**config.mk**
```make
export PLATFORM = sky130hd
export DESIGN_NAME = dm_arbiter
export DESIGN_NICKNAME = d
export VERILOG_FILES = /design/src/rtl/dm_arb_defs.sv /design/src/rtl/dm_arb_rr.sv /design/src/rtl/dm_arbiter.sv
export SDC_FILE = /design/constraint.sdc
export NUM_CORES = 1
export LEC_CHECK = 0
export CORE_ASPECT_RATIO = 1.4
export CORE_UTILIZATION = 30
export DETAILED_ROUTE_END_ITERATION = 12
export GPL_TIMING_DRIVEN = 0
export PLACE_DENSITY = 0.69
export SLEW_MARGIN = 40
export SYNTH_ARGS = -nofsm -noshare
export SYNTH_HDL_FRONTEND = slang
export SYNTH_SLANG_ARGS = --single-unit
```
**constraint.sdc**
```tcl
create_clock -name clk -period 3.7 [get_ports clk]
set_clock_uncertainty 0.1 [all_clocks]
set_input_delay 0.555 -clock clk [delete_from_list [all_inputs] [get_ports clk]]
set_output_delay 0.555 -clock clk [all_outputs]
set_load 0.02 [all_outputs]
```
**src/rtl/dm_arb_defs.sv**
```systemverilog
// dm_arb_defs: state/owner encodings and the latched request bundle
// shared by dm_arb_rr and dm_arbiter.
package dm_arb_defs;

   typedef enum logic {
      ST_IDLE = 1'b0,
      ST_BUSY = 1'b1
   } state_t;

   typedef enum logic {
      OWN_CPU = 1'b0,
      OWN_EXT = 1'b1
   } owner_t;

   // One DM access as captured at grant time.
   // Only the word address is kept; the DM port is word-aligned.
   typedef struct packed {
      logic        we;
      logic [29:0] word;
      logic [31:0] wdata;
      logic [3:0]  be;
   } dm_req_t;

   localparam dm_req_t REQ_CLEAR = '0;

   function automatic logic word_in_range(
      input logic [29:0] word,
      input int unsigned words
   );
      return {2'b00, word} < words;
   endfunction

endpackage

```
**src/rtl/dm_arb_rr.sv**
```systemverilog
// dm_arb_rr: 2-way round-robin pick between CPU and EXT.
// Ports: req_cpu/req_ext requests, last_owner history in; grant/winner out.
module dm_arb_rr
   import dm_arb_defs::*;
(
   input  logic   req_cpu,
   input  logic   req_ext,
   input  owner_t last_owner,
   output logic   grant,
   output owner_t winner
);

   assign grant = req_cpu | req_ext;

   // On a tie the side that did not own the previous access wins.
   always_comb begin
      winner = OWN_CPU;
      unique case (1'b1)
         (req_cpu & req_ext):
            winner = (last_owner == OWN_CPU) ? OWN_EXT : OWN_CPU;
         (~req_cpu & req_ext):
            winner = OWN_EXT;
         default:
            winner = OWN_CPU;
      endcase
   end

endmodule

```
**src/rtl/dm_arbiter.sv**
```systemverilog
// dm_arbiter: shares the single data-memory port between the CPU M stage
// and an external master, one access at a time with LATENCY wait states.
// Ports: clk, reset (async, active-low); cpu_* and ext_* request ports
// (req/we/addr/wdata/be in, rdata/done out, cpu_stall out); dm_* memory port.
// Optional DM_ARBITER_PERF_EN adds conflict_cnt and ext_wait_cnt outputs.
module dm_arbiter
   import dm_arb_defs::*;
#(
   parameter int unsigned LATENCY  = 2,
   parameter int unsigned DM_WORDS = 1024
) (
   input  logic        clk,
   input  logic        reset,
   input  logic        cpu_req,
   input  logic        cpu_we,
   input  logic [31:0] cpu_addr,
   input  logic [31:0] cpu_wdata,
   input  logic [3:0]  cpu_be,
   output logic [31:0] cpu_rdata,
   output logic        cpu_done,
   output logic        cpu_stall,
   input  logic        ext_req,
   input  logic        ext_we,
   input  logic [31:0] ext_addr,
   input  logic [31:0] ext_wdata,
   input  logic [3:0]  ext_be,
   output logic [31:0] ext_rdata,
   output logic        ext_done,
   output logic        dm_en,
   output logic        dm_we,
   output logic [31:0] dm_addr,
   output logic [31:0] dm_wdata,
   output logic [3:0]  dm_be,
   input  logic [31:0] dm_rdata
`ifdef DM_ARBITER_PERF_EN
   ,
   output logic [31:0] conflict_cnt,
   output logic [31:0] ext_wait_cnt
`endif
);

   localparam logic [3:0] CNT_INIT = 4'(LATENCY - 1);

   state_t     state;
   owner_t     owner;
   owner_t     last_owner;
   logic [3:0] cnt;
   dm_req_t    lat;

   logic       grant;
   owner_t     winner;
   dm_req_t    cpu_pl;
   dm_req_t    ext_pl;
   dm_req_t    win_pl;
   logic       in_range;
   logic       last_beat;
   logic       unused_addr_lsb;

   assign unused_addr_lsb = ^{cpu_addr[1:0], ext_addr[1:0]};

   assign cpu_pl = '{
      we:    cpu_we,
      word:  cpu_addr[31:2],
      wdata: cpu_wdata,
      be:    cpu_be
   };

   assign ext_pl = '{
      we:    ext_we,
      word:  ext_addr[31:2],
      wdata: ext_wdata,
      be:    ext_be
   };

   dm_arb_rr u_rr (
      .req_cpu    (cpu_req),
      .req_ext    (ext_req),
      .last_owner (last_owner),
      .grant      (grant),
      .winner     (winner)
   );

   assign win_pl    = (winner == OWN_EXT) ? ext_pl : cpu_pl;
   assign in_range  = word_in_range(lat.word, DM_WORDS);
   assign last_beat = (state == ST_BUSY) && (cnt == 4'd0);

   // Requests are only sampled in IDLE, so payload edits
   // made during BUSY never reach the DM port.
   always_ff @(posedge clk or negedge reset) begin
      if (!reset) begin
         state      <= ST_IDLE;
         owner      <= OWN_CPU;
         last_owner <= OWN_EXT;
         cnt        <= 4'd0;
         lat        <= REQ_CLEAR;
         cpu_rdata  <= 32'd0;
         ext_rdata  <= 32'd0;
         cpu_done   <= 1'b0;
         ext_done   <= 1'b0;
      end else begin
         cpu_done <= 1'b0;
         ext_done <= 1'b0;
         unique case (state)
            ST_IDLE: begin
               if (grant) begin
                  owner <= winner;
                  lat   <= win_pl;
                  cnt   <= CNT_INIT;
                  state <= ST_BUSY;
               end
            end
            ST_BUSY: begin
               if (cnt != 4'd0) begin
                  cnt <= cnt - 4'd1;
               end else begin
                  if (owner == OWN_CPU) begin
                     cpu_rdata <= in_range ? dm_rdata : 32'd0;
                     cpu_done  <= 1'b1;
                  end else begin
                     ext_rdata <= in_range ? dm_rdata : 32'd0;
                     ext_done  <= 1'b1;
                  end
                  last_owner <= owner;
                  state      <= ST_IDLE;
               end
            end
         endcase
      end
   end

   assign dm_en    = (state == ST_BUSY);
   assign dm_we    = last_beat & lat.we & in_range;
   assign dm_addr  = {lat.word, 2'b00};
   assign dm_wdata = lat.wdata;
   assign dm_be    = dm_en ? lat.be : 4'b0000;

   assign cpu_stall = cpu_req & ~cpu_done;

`ifdef DM_ARBITER_PERF_EN
   always_ff @(posedge clk or negedge reset) begin
      if (!reset) begin
         conflict_cnt <= 32'd0;
         ext_wait_cnt <= 32'd0;
      end else begin
         if ((state == ST_IDLE) && cpu_req && ext_req &&
             (conflict_cnt != 32'hFFFF_FFFF))
            conflict_cnt <= conflict_cnt + 32'd1;
         if (ext_req && !ext_done &&
             (ext_wait_cnt != 32'hFFFF_FFFF))
            ext_wait_cnt <= ext_wait_cnt + 32'd1;
      end
   end
`endif

endmodule
```
# Yosys cells after proc, flatten, opt, wreduce, memory -nomap -nowiden
# Cells that the tools add are included.
# word_totals
register_bits	140
out_inout_bits	137
# classes
n_mux	17
magnitude_cmp	1
add_sub_neg	1
n_bitwise	11
n_eq_ne	2
n_reduce_logical	8
# ops
cell	n
two-way mux 67 bit	1
two-way mux 32 bit	1
< comparator 30 x 11 -> 1 bit (second input constant)	1
two-way mux 4 bit	3
two-way mux 1 bit	9
case mux 4 bit (2 select lines)	1
AND reduction 2 bit	3
AND reduction 3 bit	2
AND 1 bit	5
NOT 1 bit	5
logical NOT 4 bit	1
case mux 1 bit (2 select lines)	2
nonzero test 4 bit	1
subtractor 4 x 1 -> 4 bit (second input constant)	1
inequality test 2 x 1 -> 1 bit (second input constant)	1
inequality test 2 bit (second input constant)	1
logical AND 1 bit	1
OR 1 bit	1

# Longest topological paths before layout
# logic_depth
depth_word	4
mapped_depth	8
depth_no_buf	5

# Hierarchy
# A second synthesis with hierarchy kept.
# hier_totals
hier_cells	667
hier_area_um2	6785.3
# modules_own_cells
module	seq_area_each_um2	area_each_um2	instances	cells_per_inst
dm_arbiter	3504.6	6771.5	1	665
dm_arb_rr	0.0	13.8	1	2

# Worst setup path after synthesis
# OpenSTA, ideal clock, no wires.
# synth_path
path_type	reg2out
start	register cnt[0]
end	output dm_we
arrival_ns	1.606
slack_ns	1.439
path_stages_with_launch	8
cell_sequence	dfrtp_1 inv_1 ha_1 and4bb_1 buf_4 clkbuf_1 nand3_1 nor2_1
# synth_between
elab_chain_cells	4
# synth_lines
item	line_no	rtl
from (decl)	dm_arbiter.sv:47	logic [3:0] cnt;
from (signal assigned)	dm_arbiter.sv:114	cnt <= cnt - 4'd1;
logical NOT 4 bit	dm_arbiter.sv:85	assign last_beat = (state == ST_BUSY) && (cnt == 4'd0);
logical AND 1 bit	dm_arbiter.sv:85	
AND 1 bit (2 in series)	dm_arbiter.sv:132	assign dm_we = last_beat & lat.we & in_range;
to (decl)	dm_arbiter.sv:30	output logic dm_we,
# No other way between the ends.

# Final worst setup path
# Ends and elaborated chain as after synthesis.

==> impl_results.md <==
* Max_cap viols at 0
* Drt wl/cell at 16.5 um
* Hold Path Class: flop to flop
* Pre-antenna DRT Iters at 4
* Seq/Total Area, Yosys at 50.4%
* Initial antenna violation count at 0
* Adder-cell share of the synthesized area at 0.180%
* Leak pwr at 4.68 nW
* Worst-margin pin slew at 677 ps
* #FFs+latches synth at 140
* I/O pin count at 311
* GRT Total Usage at 18.6%
* Row Count at 65
* Clock transition at path regs at 60 ps
* IO Port Bufs at 304
* Simple-Gate Fraction of Synth Area at 10.5%
* # DRC at 0
* Critical Path AT at 2730 ps
* Peak supply drop at 351 uV
* Fill cells at 2216
* Yosys top cell by area: dfrtp_1
* Commonest non-fill, non-tap cell in the layout: clkdlybuf4s50_1
* Core Region at 22600 um2
* Tot Pwr at 7.33 mW
* Synth area leaders: dfrtp_1, mux2i_1, buf_4
* Final #Nets at 1170
* Crit path launch type: flop
* CTS tree: done
* Final setup violation count at 0
* Final worst slack at 312 ps
* Most frequent cells in the layout: clkdlybuf4s50_1, dfrtp_1, nand2_1
* Hold slack at 378 ps
* DP Worst Slack at 541 ps
* Detail Placement HPWL at 17100 um
* Max Transition Viols Final at 0
* Clock Latency Late Sink at 420 ps
* GP Congestion at 0.790
* Post-Synth XOR/XNOR Area at 0%
* Final ANT Viol Nets at 0
* Compound-Gate Fraction of Synth Area at 17.6%
* Initial Utilization at 30.8%
* Largest net degree at the start of global routing at 55
* Die X-Extent at 131 um
* Die area at 23800 um2
* Depth of the CTS H-tree at 4
* Top_reg_cell synth: dfrtp_1
* Clock Tree Root: clkbuf_16
* Die H at 182 um
* Synthesized area at 6950 um2
* EDFF count, synth at 0
* Vias in the first global route at 6227
* Final hold violations at 0
* Routed WL at 21600 um
* Largest family of logic cells by synthesized area: compound AO/OA/AOI/OAI gates
* First-pass GRT wire length at 33800 um
* Layout cell share with drive strength beyond 1 at 16.6%
* Synth Instances at 668
* Async SR Flop Fraction at 100%
* Fin crit share at 91.6%
* Layout area overhead at 58.5%
* Achievable Freq at 295 MHz
* Synth Warn # at 0
* Syn Area/Cell at 10.4 um2
* Vias after detailed routing at 6097
* Min Tclk post-route at 3390 ps
* N_diodes at 0
* CTS Buf Count at 17
* Initial DRC Count at 176
* Setup Buffers After CTS at 0
* Share of the synthesized area in the top cell type at 50.0%
* Relative slew slack at 54.9%
* Crit path max fanout at 10
* Num Clock Sinks at 140
* Final Util at 48.8%
* CTS max path bufs at 2
* Dpl cell area at 10400 um2
* CP required at 3040 ps
* RSZ-0062 raised after global routing: no
* Status: finished clean
* GRT overflow at 0
* CP Class: flop to output port
* Crit. End Element: output port
* PD cells at 665 nW/um2
* Final Cell Area at 11000 um2
* Post-synth cell types at 34
* Vias per cell at 4.66
* Post-synthesis mux area share at 9.81%
[metal layers]
layer | global-route usage, % | share of wire [%] | wire (um)
met1 | 20.7 | 38 | 8230
met5 | 0 | 0 | 0
met2 | 34.4 | 55 | 11800
met3 | 4.08 | 5.5 | 1180
met4 | 5.52 | 1.7 | 377
[metrics by stage]
stage | cells | TNS [ps]
floorplan | 669 | 0
global placement | 1274 | -532530
detailed placement | 1276 | 0
CTS | 1309 | 0
global route | 1309 | 0
finish | 1309 | 0
[flip-flops by register name, summed over array words and instances (netlist names)]
name / cells
cpu_rdata: 32
dm_wdata: 32
ext_rdata: 32
dm_addr: 30
lat: 5
cnt: 4
cpu_done: 1
dm_en: 1
ext_done: 1
last_owner: 1
owner: 1
[critical path, stage by stage, from the launching register on]
cell and delay [ps]:
dfrtp_1 380, inv_1 80, ha_1 230, and4bb_1 210, buf_4 160, clkbuf_1 360
nand3_1 120, nor2_1 150, clkdlybuf4s50_1 640
[where the power goes]
part / leakage [nW] / internal (mW) / switching, mW
registers: 1.83 / 1.94 / 0.249
logic: 2.57 / 1.63 / 1.83
clock network: 0.277 / 0.950 / 0.734
total: 4.68 / 4.51 / 2.82
[repair_timing]
action	4_1_cts	5_1_grt
hold endpoints to repair	47	0
gates resized for setup	0	1
endpoints found under the setup margin	0	1
hold buffers	1	0
[worst paths after layout]
check | from | slack, ps | to | cells past startpoint
worst max-delay path | cnt[0]$_DFFE_PN0P_ | 310 | dm_we | 8
worst min-delay path | lat[0]$_DFFE_PN0P_ | 380 | lat[0]$_DFFE_PN0P_ | 2
worst max register to register | cnt[0]$_DFFE_PN0P_ | 1750 | ext_rdata[30]$_DFFE_PN0P_ | 7
worst min register to register | lat[0]$_DFFE_PN0P_ | 380 | lat[0]$_DFFE_PN0P_ | 2
max in group asynchronous | reset | 2330 | last_owner$_DFFE_PN1N_ | 3
min in group asynchronous | reset | 520 | ext_rdata[6]$_DFFE_PN0P_ | 2
[synthesized netlist by cell type, types with 2 or more instances]
| cell type | number |
|---|---|
| nand2b_1 | 2 |
| buf_6 | 3 |
| and2_1 | 4 |
| o31ai_2 | 29 |
| clkbuf_1 | 25 |
| nand4_1 | 34 |
| o31ai_1 | 4 |
| inv_2 | 2 |
| nand2_1 | 103 |
| dfrtp_1 | 139 |
| inv_1 | 4 |
| buf_2 | 26 |
| o2bb2ai_1 | 32 |
| o211ai_1 | 2 |
| nand3_1 | 2 |
| nor4_1 | 5 |
| buf_4 | 69 |
| o21ai_1 | 76 |
| o21ai_0 | 26 |
| mux2i_1 | 67 |
[logic make-up after synthesis]
logic type / Yosys count
AO/OA/AOI/OAI: 172
adder cells (fa/ha/maj): 1
buffers and inverters: 129
flip-flops: 140
multiplexers: 68
other: 1
AND/OR/NAND/NOR: 157
[final cells by class]
cell class              count  area [um2]  area share (%)
well taps                 301         377            3.42
multi-input cells         400        2660            24.1
plain buffers             123         776            7.04
inverters                   6        22.5           0.204
clock inverters            15         153            1.38
flip-flops and latches    140        3500            31.8
repair buffers            307        3110            28.2
clock buffers              17         425            3.86
Power figures use the tool's default switching activity.
